## config.mk

```make
export PLATFORM = sky130hd
export DESIGN_NAME = timer_prescaler
export DESIGN_NICKNAME = d
export VERILOG_FILES = /design/src/rtl/timer_prescaler.sv
export SDC_FILE = /design/constraint.sdc
export NUM_CORES = 1
export LEC_CHECK = 0
export CAP_MARGIN = 20
export CORE_AREA = 2 2 39 41
export CTS_CLUSTER_SIZE = 8
export DETAILED_ROUTE_END_ITERATION = 8
export DIE_AREA = 0 0 41 43
export DONT_BUFFER_PORTS = 1
export GPL_TIMING_DRIVEN = 0
export SYNTH_ARGS = -nofsm -noshare
export SYNTH_HDL_FRONTEND = slang
export SYNTH_SLANG_ARGS = --single-unit
```

## constraint.sdc

```tcl
create_clock -name clk -period 1.55 [get_ports clk]
set_input_delay 0.465 -clock clk [delete_from_list [all_inputs] [get_ports clk]]
set_output_delay 0.465 -clock clk [all_outputs]
set_load 0.02 [all_outputs]
```

## src/rtl/timer_prescaler.sv

```systemverilog
// Clock-enable generator for the 8-bit timer: produces single-cycle clk_ena pulses
// from a free-running /2../16 divider or from synchronized edges of ext_clk.
module timer_prescaler #(
  parameter int unsigned SYNC_STAGES = 2
) (
  input  logic       clk,
  input  logic       rst_n,
  input  logic [2:0] cks,
  input  logic       psr,
  input  logic       ext_clk,
  output logic       clk_ena
);

  typedef enum logic [2:0] {
    CksStop0   = 3'b000,
    CksDiv2    = 3'b001,
    CksDiv4    = 3'b010,
    CksDiv8    = 3'b011,
    CksDiv16   = 3'b100,
    CksExtRise = 3'b101,
    CksExtFall = 3'b110,
    CksStop1   = 3'b111
  } cks_e;

  cks_e cks_sel;
  assign cks_sel = cks_e'(cks);

  // ---------------------------------------------------------------------------
  // System-clock divider
  // ---------------------------------------------------------------------------
  logic [3:0] div_cnt_q, div_cnt_d;
  logic [3:0] div_cnt_d1_q, div_cnt_d1_d;
  logic [3:0] div_tick;

  always_comb begin
    div_cnt_d    = div_cnt_q + 4'd1;
    div_cnt_d1_d = div_cnt_q;
    if (psr) begin
      div_cnt_d    = 4'd0;
      div_cnt_d1_d = 4'd0;
    end
  end

  always_ff @(posedge clk or negedge rst_n) begin
    if (!rst_n) begin
      div_cnt_q    <= 4'd0;
      div_cnt_d1_q <= 4'd0;
    end else begin
      div_cnt_q    <= div_cnt_d;
      div_cnt_d1_q <= div_cnt_d1_d;
    end
  end

  // Rising edge of each divider bit; bit k ticks once per 2^(k+1) cycles.
  assign div_tick = div_cnt_q & ~div_cnt_d1_q;

  // ---------------------------------------------------------------------------
  // External event synchronizer and edge detect (unaffected by psr)
  // ---------------------------------------------------------------------------
  logic [SYNC_STAGES-1:0] sync_q;
  logic                   sync_out;
  logic                   hist_q;
  logic                   ext_rise;
  logic                   ext_fall;

  always_ff @(posedge clk or negedge rst_n) begin
    if (!rst_n) begin
      sync_q <= '0;
      hist_q <= 1'b0;
    end else begin
      sync_q <= {sync_q[SYNC_STAGES-2:0], ext_clk};
      hist_q <= sync_out;
    end
  end

  assign sync_out = sync_q[SYNC_STAGES-1];
  assign ext_rise = sync_out & ~hist_q;
  assign ext_fall = ~sync_out & hist_q;

  // ---------------------------------------------------------------------------
  // Source select and output register
  // ---------------------------------------------------------------------------
  logic sel_event;
  logic clk_ena_q, clk_ena_d;

  always_comb begin
    sel_event = 1'b0;
    unique case (cks_sel)
      CksDiv2:    sel_event = div_tick[0];
      CksDiv4:    sel_event = div_tick[1];
      CksDiv8:    sel_event = div_tick[2];
      CksDiv16:   sel_event = div_tick[3];
      CksExtRise: sel_event = ext_rise;
      CksExtFall: sel_event = ext_fall;
      CksStop0,
      CksStop1:   sel_event = 1'b0;
      default:    sel_event = 1'b0;
    endcase
  end

  // Suppressing a pulse right after another keeps clk_ena one cycle wide even
  // when cks switches mid-stream; psr wins over any coincident tick.
  always_comb begin
    clk_ena_d = sel_event & ~clk_ena_q;
    if (psr) begin
      clk_ena_d = 1'b0;
    end
  end

  always_ff @(posedge clk or negedge rst_n) begin
    if (!rst_n) begin
      clk_ena_q <= 1'b0;
    end else begin
      clk_ena_q <= clk_ena_d;
    end
  end

  assign clk_ena = clk_ena_q;

endmodule
```

==> results of run 1 <==
stage by stage:
stage	worst slack (ns)	std cells	hold WS (ns)	area, µm²
final	0.352	61	0.227	536
after global routing	0.302	61	0.205	536
after CTS	0.345	61	0.216	536
after detailed placement	0.381	56	0.170	489
after global placement	0.399	56	0.170	489
after floorplan	0.486	40	0.169	469
Yosys cell counts:
| cell type | n |
|---|---|
| inv_1 | 1 |
| o211ai_1 | 1 |
| xnor2_1 | 1 |
| nand2b_1 | 1 |
| nand3_1 | 1 |
| nor2b_1 | 6 |
| o311ai_1 | 1 |
| nor2_1 | 6 |
| inv_2 | 1 |
| ha_1 | 1 |
| dfrtp_1 | 12 |
| o31ai_1 | 1 |
| a211oi_2 | 1 |
| clkbuf_1 | 1 |
| clkinv_1 | 1 |
| a31oi_1 | 1 |
| a21oi_1 | 1 |
| o21ai_0 | 1 |
| xor2_1 | 1 |
worst max-delay path by stage:
stage               slack (ns)                 to
finish                    0.35            clk_ena
global route              0.30            clk_ena
CTS                       0.34            clk_ena
detailed placement        0.38  clk_ena$_DFF_PN0_
global placement          0.40  clk_ena$_DFF_PN0_
floorplan                 0.49  clk_ena$_DFF_PN0_
kinds of logic after synthesis:
logic type,count (synthesis),share of synthesized area
compound gates,7,0.112
xor+xnor,2,0.0373
fa+ha+maj,1,0.0267
buf+inv,4,0.0320
flops,12,0.640
simple gates,14,0.152
state kept, by name, indices dropped and copies added (netlist names):
register and count:
div_cnt_d1_q 4, hist_q 1, div_cnt_q 4, sync_q 2, clk_ena 1
cell type report:
| type | instances | area, µm² | share of cell area |
|---|---|---|---|
| Buffer | 1 | 3.75 | 0.00701 |
| Clock buffer | 4 | 36.3 | 0.0678 |
| Inverter | 3 | 11.3 | 0.0210 |
| Multi-Input combinational cell | 24 | 154 | 0.287 |
| Sequential cell | 12 | 300 | 0.561 |
| Tap cell | 16 | 20.0 | 0.0374 |
| Timing Repair Buffer | 1 | 10.0 | 0.0187 |
repair_timing:
action	in CTS	in global routing
hold buffers	1	0
buffers inserted	0	0
hold endpoints to repair	12	0
power by group through the flow:
stage                     Clock [µW]  Combinational [µW]  Sequential [µW]
final                            244                39.3              343
after global routing             265                46.0              345
after CTS                        248                40.7              343
after detailed placement           0                32.6              350
after global placement             0                31.7              349
after floorplan                    0                28.8              346
layout by cell type (no fill, tap or decap):
master	count
o311ai_1	1
dfrtp_1	12
nor2_1	6
ha_1	1
xnor2_1	1
inv_2	1
o31ai_1	1
a211oi_2	1
nand3_1	1
xor2_1	1
dlygate4sd3_1	1
clkbuf_4	3
clkbuf_8	1
o211ai_1	1
inv_1	1
nand2b_1	1
a31oi_1	1
a21oi_1	1
o21ai_0	1
nor2b_1	6
clkbuf_1	1
clkinv_1	1
routing by layer:
metal	GRT usage	up-vias	wire [µm]
li1	-	143	-
met1	0.125	141	310
met2	0.166	6	373
met3	0.0314	2	28
met4	0.100	0	19
met5	0	-	0
==> impl_metrics.ini, run 1 <==
[clock_tree]
clkTransAtPathRegs_ns = 0.08
cts_resized = 0
numCtsBuffers = 3
clockRootBuffer = clkbuf_4
clock_sinks = 12
cts_buffer_depth = 2
h-tree-depth = 1
insertion_delay_ns = 0.27
cts_tree = built

[min_path]
worstHoldStart = ext_clk
holdPathEnd = sync_q[0]$_DFF_PN0_
hold_class = in -> reg
holdPathStages = 0

[job]
max_cap_viol_count = 0

[global_routing]
grt_pass1_vias = 322
grt_max_degree = 13
grt_pass1_wl_um = 1270
grt_overflow = 0
antenna_found_initial = 0
grtUsageTotal = 0.113

[setup_path]
cp.depth = 0
r2r_start = div_cnt_q[0]$_DFF_PN0_
cp-start-kind = register
reg2reg_slack_ns = 0.53
setup.worst_path.class = reg -> out
worstPathArrival_ns = 0.73
crit_path_max_fanout = 2
ff2ff_path_depth = 3
r2r_end = clk_ena$_DFF_PN0_
end_kind = output pin
startpoint = clk_ena$_DFF_PN0_
required_ns = 1.08

[power_and_ir_drop]
power.total_uw = 626
internal_power_uw = 490
vdd_ir_drop_max_uv = 469
powerDensity_mw_per_mm2 = 1170
switching_share = 0.217
p_sw_uw = 136
clock_power_share = 0.389
seq_power_share = 0.548
p_leak_uw = 0.000239
p_comb_frac = 0.063

[route]
via_per_inst = 4.79
drt-total-wl_um = 731
first_iter_violations = 1
detail-route-antenna-nets = 0
avgRoutedWirePerCell_um = 12.0
drc = 0
firstDrtPassIters = 4
num_vias = 292

[cells_and_area]
drive_gt1_frac = 0.133
final_util = 0.387
fillCellCount = 146
antennaDiodeCount = 0
nets = 54
area_growth_pct = 14.1

[timing]
setup_viol = 0
clock_skew_ns = 0.00669
hold_viol_final = 0
slew_headroom = 0.656
period_minus_slack_ns = 1.20
timing.setup.tns_ns = 0
tightest_slew_ns = 0.514
fin_crit_sh = 0.773
drv_slew = 0
rsz0062_at_grt = no
max_freq_ghz = 0.835

[logic_synthesis]
syn_area_um2 = 469
synth_cell_types = 19
syn_inst = 40
synth_top_area_cell = dfrtp_1
ys_ff_latch = 12
synth.avg_cell_area_um2 = 11.7
synth_top_area_share = 0.640
ys_seq_area_frac = 0.640
ys_warn_count = 0
synthTopCellsByArea = dfrtp_1 64%, nor2b_1 8.0%, nor2_1 4.8%, a211oi_2 2.7%, ha_1 2.7%
syn-num-nets = 48

[floorplanning]
die_x_um = 41
fp.dieH_um = 43
die_area_mm2 = 0.00176
pin_count = 8
core_area_mm2 = 0.00138
core.rowCount = 14
start_util = 0.339

[placed_design]
place.gp.congestion = 0.677
port_buffers = 0
dp_hpwl_um = 556

[run_status]
status = complete, no violations
(Power assumes the default switching activity.)
==> run 2, diff against run 1 <==
clock period = 1.1 ns   (was 1.55 ns; I/O delays follow)
==> run 2 against run 1 <==
  * Critical path depth is the same
  * Sequential power grew 41%
  * Sequential share of layout area grew 0.10 points
  * Via count shrank 1.0%
==> impl_metrics.ini, run 2 (synthesis results as in run 1) <==
[route]
detail-route-antenna-nets = 0
drc = 0
avgRoutedWirePerCell_um = 11.9
firstDrtPassIters = 4
via_per_inst = 4.74
num_vias = 289
drt-total-wl_um = 726
first_iter_violations = 2

[floorplanning]
core_area_mm2 = 0.00138
die_x_um = 41
fp.dieH_um = 43
start_util = 0.339
core.rowCount = 14
pin_count = 8
die_area_mm2 = 0.00176

[min_path]
hold_class = in -> reg
holdPathStages = 0
holdPathEnd = sync_q[0]$_DFF_PN0_
worstHoldStart = ext_clk

[cells_and_area]
drive_gt1_frac = 0.156
final_common_cell = dfrtp_1
reg_top3 = div_cnt_d1_q: 4 flops, div_cnt_q: 4 flops, sync_q: 2 flops
final-seq-area_um2 = 302
layout_common_cells = 11 x dfrtp_1, 6 x nor2_1, 6 x nor2b_1
nets = 54
multi_input_area_um2 = 154
fillCellCount = 145
antennaDiodeCount = 0
area_growth_pct = 14.4

[global_routing]
grt_overflow = 0
grtUsageTotal = 0.113
grt_max_degree = 13
grt_pass1_vias = 322
grt_pass1_wl_um = 1270
antenna_found_initial = 0

[setup_path]
reg2reg_slack_ns = 0.08
crit_path_max_fanout = 2
ff2ff_path_depth = 3
r2r_start = div_cnt_q[0]$_DFF_PN0_
startpoint = clk_ena$_DFF_PN0_
cp-start-kind = register
setup.worst_path.class = reg -> out
end_kind = output pin
required_ns = 0.77
worstPathArrival_ns = 0.72
r2r_end = clk_ena$_DFF_PN0_

[power_and_ir_drop]
p_sw_uw = 190
p_leak_uw = 0.000238
internal_power_uw = 691
clock_power_share = 0.388
powerDensity_mw_per_mm2 = 1640
vdd_ir_drop_max_uv = 659
switching_share = 0.216
p_comb_frac = 0.063
seq_power_share = 0.549

[timing]
setup_viol = 0
whs_ns = 0.0918
period_minus_slack_ns = 1.05
max_freq_ghz = 0.949
tightest_slew_ns = 0.515
drv_slew = 0
hold_viol_final = 0
rsz0062_at_grt = no
slew_headroom = 0.656
fin_crit_sh = 0.958
timing.setup.tns_ns = 0
clock_skew_ns = 0.00598

[clock_tree]
clockRootBuffer = clkbuf_4
numCtsBuffers = 3
post-cts-setup-buffers = 0
clock_sinks = 12
cts_tree = built
cts_buffer_depth = 2
h-tree-depth = 1
clkTransAtPathRegs_ns = 0.08
insertion_delay_ns = 0.27

[placed_design]
port_buffers = 0
dp_hpwl_um = 556
place.gp.congestion = 0.677

[job]
max_cap_viol_count = 0

[run_status]
status = complete, no violations
-- run 2: through the flow --
stage                     total power [µW]  utilization  instance area [µm²]  setup slack [ns]  std cells
final                                  881        0.388                  537            0.0458         61
after global routing                   925        0.388                  537           0.00968         61
after CTS                              891        0.387                  536            0.0296         61
after detailed placement               539        0.354                  489            0.0659         56
after global placement                 536        0.354                  489            0.0843         56
after floorplan                        528            -                  469             0.147         40
-- run 2: final cells by class --
class	count	share of cell area
Buffer	1	0.00699
Timing Repair Buffer	1	0.0186
Sequential cell	12	0.562
Tap cell	16	0.0373
Multi-Input combinational cell	24	0.287
Inverter	3	0.0210
Clock buffer	4	0.0676
-- run 2: repair_timing --
item	4_1_cts	5_1_grt
hold buffers	1	0
endpoints found under the setup margin	0	1
resized for setup	0	1
endpoints found under the hold margin	12	0
-- run 2: metal layers --
layer | GRT usage | share of wire
met5 | 0 | 0
met1 | 0.125 | 0.43
met4 | 0.100 | 0.026
met3 | 0.0314 | 0.039
met2 | 0.166 | 0.50
-- run 2: worst max path at each step --
| stage | to | slack [ns] | depth (start not counted) |
|---|---|---|---|
| 2_1_floorplan | clk_ena$_DFF_PN0_ | 0.15 | 3 |
| 3_3_place_gp | clk_ena$_DFF_PN0_ | 0.08 | 4 |
| 3_5_place_dp | clk_ena$_DFF_PN0_ | 0.07 | 4 |
| 4_1_cts | clk_ena | 0.03 | 0 |
| 5_1_grt | clk_ena | 0.01 | 0 |
| 6_report | clk_ena | 0.05 | 0 |
-- run 2: power groups by stage --
stage	clock (µW)	sequential (µW)	combinational (µW)
3_5_place_dp	0	493	46.0
4_1_cts	350	483	57.3
6_report	342	484	55.3
2_1_floorplan	0	487	40.5
5_1_grt	374	486	64.8
3_3_place_gp	0	492	44.7
==> run 3, diff against run 2 <==
clock period = 0.95 ns   (was 1.1 ns; I/O delays follow)
==> run 3 against run 2 <==
  * The run now ends with setup timing left
  * Sequential share of layout area shrank 2.5 points
  * Critical path depth rose by 3
  * Highest routed layer unchanged
  * Wire length up 3.2%
  * Clock power increased by 17%
  * Combinational power grew 38%
  * Die area unchanged
  * Worst hold slack lost 0.046 ns
  * Largest cell class unchanged
  * Clock skew hardly changed
  * Final area is 4.7% higher
  * Non-clock buffer count rose by 2
  * Worst setup slack worse by 0.11 ns
  * Register-to-register slack got worse by 0.14 ns
==> impl_metrics.ini, run 3 (synthesis results as in run 1) <==
[power_and_ir_drop]
switching_share = 0.218
seq_power_share = 0.541
p_comb_frac = 0.074
clock_power_share = 0.385
p_leak_uw = 0.000254
powerDensity_mw_per_mm2 = 1840
vdd_ir_drop_max_uv = 720
p_sw_uw = 226
internal_power_uw = 810

[setup_path]
end_kind = register
setup.worst_path.class = reg -> reg
path_cells = nor2b_1 -> o311ai_1 -> a211oi_2
required_ns = 1.10
worstPathArrival_ns = 1.16
ff2ff_path_depth = 3
cp-start-kind = register
crit_path_max_fanout = 4
slowest_stage = dfrtp_1
cpPeakStageDelay_ns = 0.42

[floorplanning]
fp.dieH_um = 43
core_area_mm2 = 0.00138
start_util = 0.339
core.rowCount = 14
die_area_mm2 = 0.00176
pin_count = 8
die_x_um = 41

[clock_tree]
insertion_delay_ns = 0.27
numCtsBuffers = 3
clock_sinks = 12
cts_tree = built
clkTransAtPathRegs_ns = 0.08
clockRootBuffer = clkbuf_4
cts_buffer_depth = 2
h-tree-depth = 1

[cells_and_area]
area_growth_pct = 19.7
nets = 56
final_util = 0.406
antennaDiodeCount = 0
drive_gt1_frac = 0.255
final_common_cell = dfrtp_1
fillCellCount = 142
design_area_um2 = 562
layout_common_cells = 11 x dfrtp_1, 6 x nor2_1, 6 x nor2b_1
reg_top3 = div_cnt_d1_q: 4 flops, div_cnt_q: 4 flops, sync_q: 2 flops

[timing]
setup_ws_ns = -0.0631
tightest_slew_ns = 0.522
whs_ns = 0.0459
hold_viol_final = 0
drv_slew = 0
slew_headroom = 0.651
setup_viol = 2
max_freq_ghz = 0.987
timing.setup.tns_ns = -0.124
period_minus_slack_ns = 1.01
clock_skew_ns = 0.00613
fin_crit_sh = 1.07
rsz0062_at_grt = yes

[route]
drt-total-wl_um = 749
detail-route-antenna-nets = 0
num_vias = 304
via_per_inst = 4.83
firstDrtPassIters = 2
first_iter_violations = 2
drc = 0
avgRoutedWirePerCell_um = 11.9

[placed_design]
place.gp.congestion = 0.677
dp_hpwl_um = 556
port_buffers = 0
dp_worst_setup_slack_ns = -0.0831
place_area_um2 = 489

[global_routing]
grt_pass1_vias = 326
grt_pass1_wl_um = 1280
grtUsageTotal = 0.114
antenna_found_initial = 0
grt_max_degree = 13
grt_overflow = 0

[run_status]
failed_checks = setup timing
status = finished with violations

[min_path]
holdPathStages = 0
hold_class = in -> reg

[job]
max_cap_viol_count = 0
run 3: cell types whose count changed in the layout (fill, tap and decap cells not counted), sizes merged:
cell	before	now
clkinv	1	0
inv	2	3
buf	0	2
run 3: layout make-up:
| cell class | count | area [µm²] | share of cell area |
|---|---|---|---|
| inverter | 3 | 11.3 | 0.0200 |
| tap | 16 | 20.0 | 0.0356 |
| multi-input combinational | 24 | 164 | 0.292 |
| buffer | 1 | 3.75 | 0.00668 |
| clock buffer | 4 | 36.3 | 0.0646 |
| sequential | 12 | 302 | 0.537 |
| timing repair buffer | 3 | 25.0 | 0.0445 |
run 3: per-stage QoR:
stage	total power, µW	cells
detailed placement	624	56
CTS	1040	62
global placement	621	56
finish	1040	63
global route	1090	63
floorplan	611	40
run 3: worst paths after layout:
path / startpoint / end / slack, ns
max: div_cnt_q[0]$_DFF_PN0_ / clk_ena$_DFF_PN0_ / -0.06
min: ext_clk / sync_q[0]$_DFF_PN0_ / 0.05
max reg2reg: div_cnt_q[0]$_DFF_PN0_ / clk_ena$_DFF_PN0_ / -0.06
min reg2reg: sync_q[0]$_DFF_PN0_ / sync_q[1]$_DFF_PN0_ / 0.35
max in group asynchronous: rst_n / clk_ena$_DFF_PN0_ / 0.15
min in group asynchronous: rst_n / div_cnt_q[2]$_DFF_PN0_ / 0.42
run 3: routing by layer:
layer / share of wire / track usage / up-vias
met3: 0.036 / 0.0314 / 2
met1: 0.40 / 0.125 / 150
met5: 0 / 0 / -
met4: 0.025 / 0.100 / 0
met2: 0.54 / 0.169 / 6
li1: - / - / 146
run 3: repair_timing:
action | 4_1_cts | 5_1_grt
setup endpoints to repair | 4 | 5
setup buffers | 1 | 1
endpoints found under the hold margin | 12 | 0
resized for setup | 1 | 3
hold buffers | 1 | 0
pin swaps | 1 | 5
run 3: power by group through the flow:
stage / Clock, µW / Sequential (µW) / Combinational, µW
3_5_place_dp: 0 / 570 / 53.2
3_3_place_gp: 0 / 569 / 51.8
4_1_cts: 405 / 560 / 71.1
5_1_grt: 433 / 564 / 89.3
6_report: 399 / 561 / 76.3
2_1_floorplan: 0 / 564 / 46.9
run 3: worst max-delay path, delay by kind of cell (launching register included):
kind	cells	cell delay (ns)
AND/OR/NAND/NOR	1	0.15
flip-flops	1	0.42
AO/OA/AOI/OAI	2	0.33
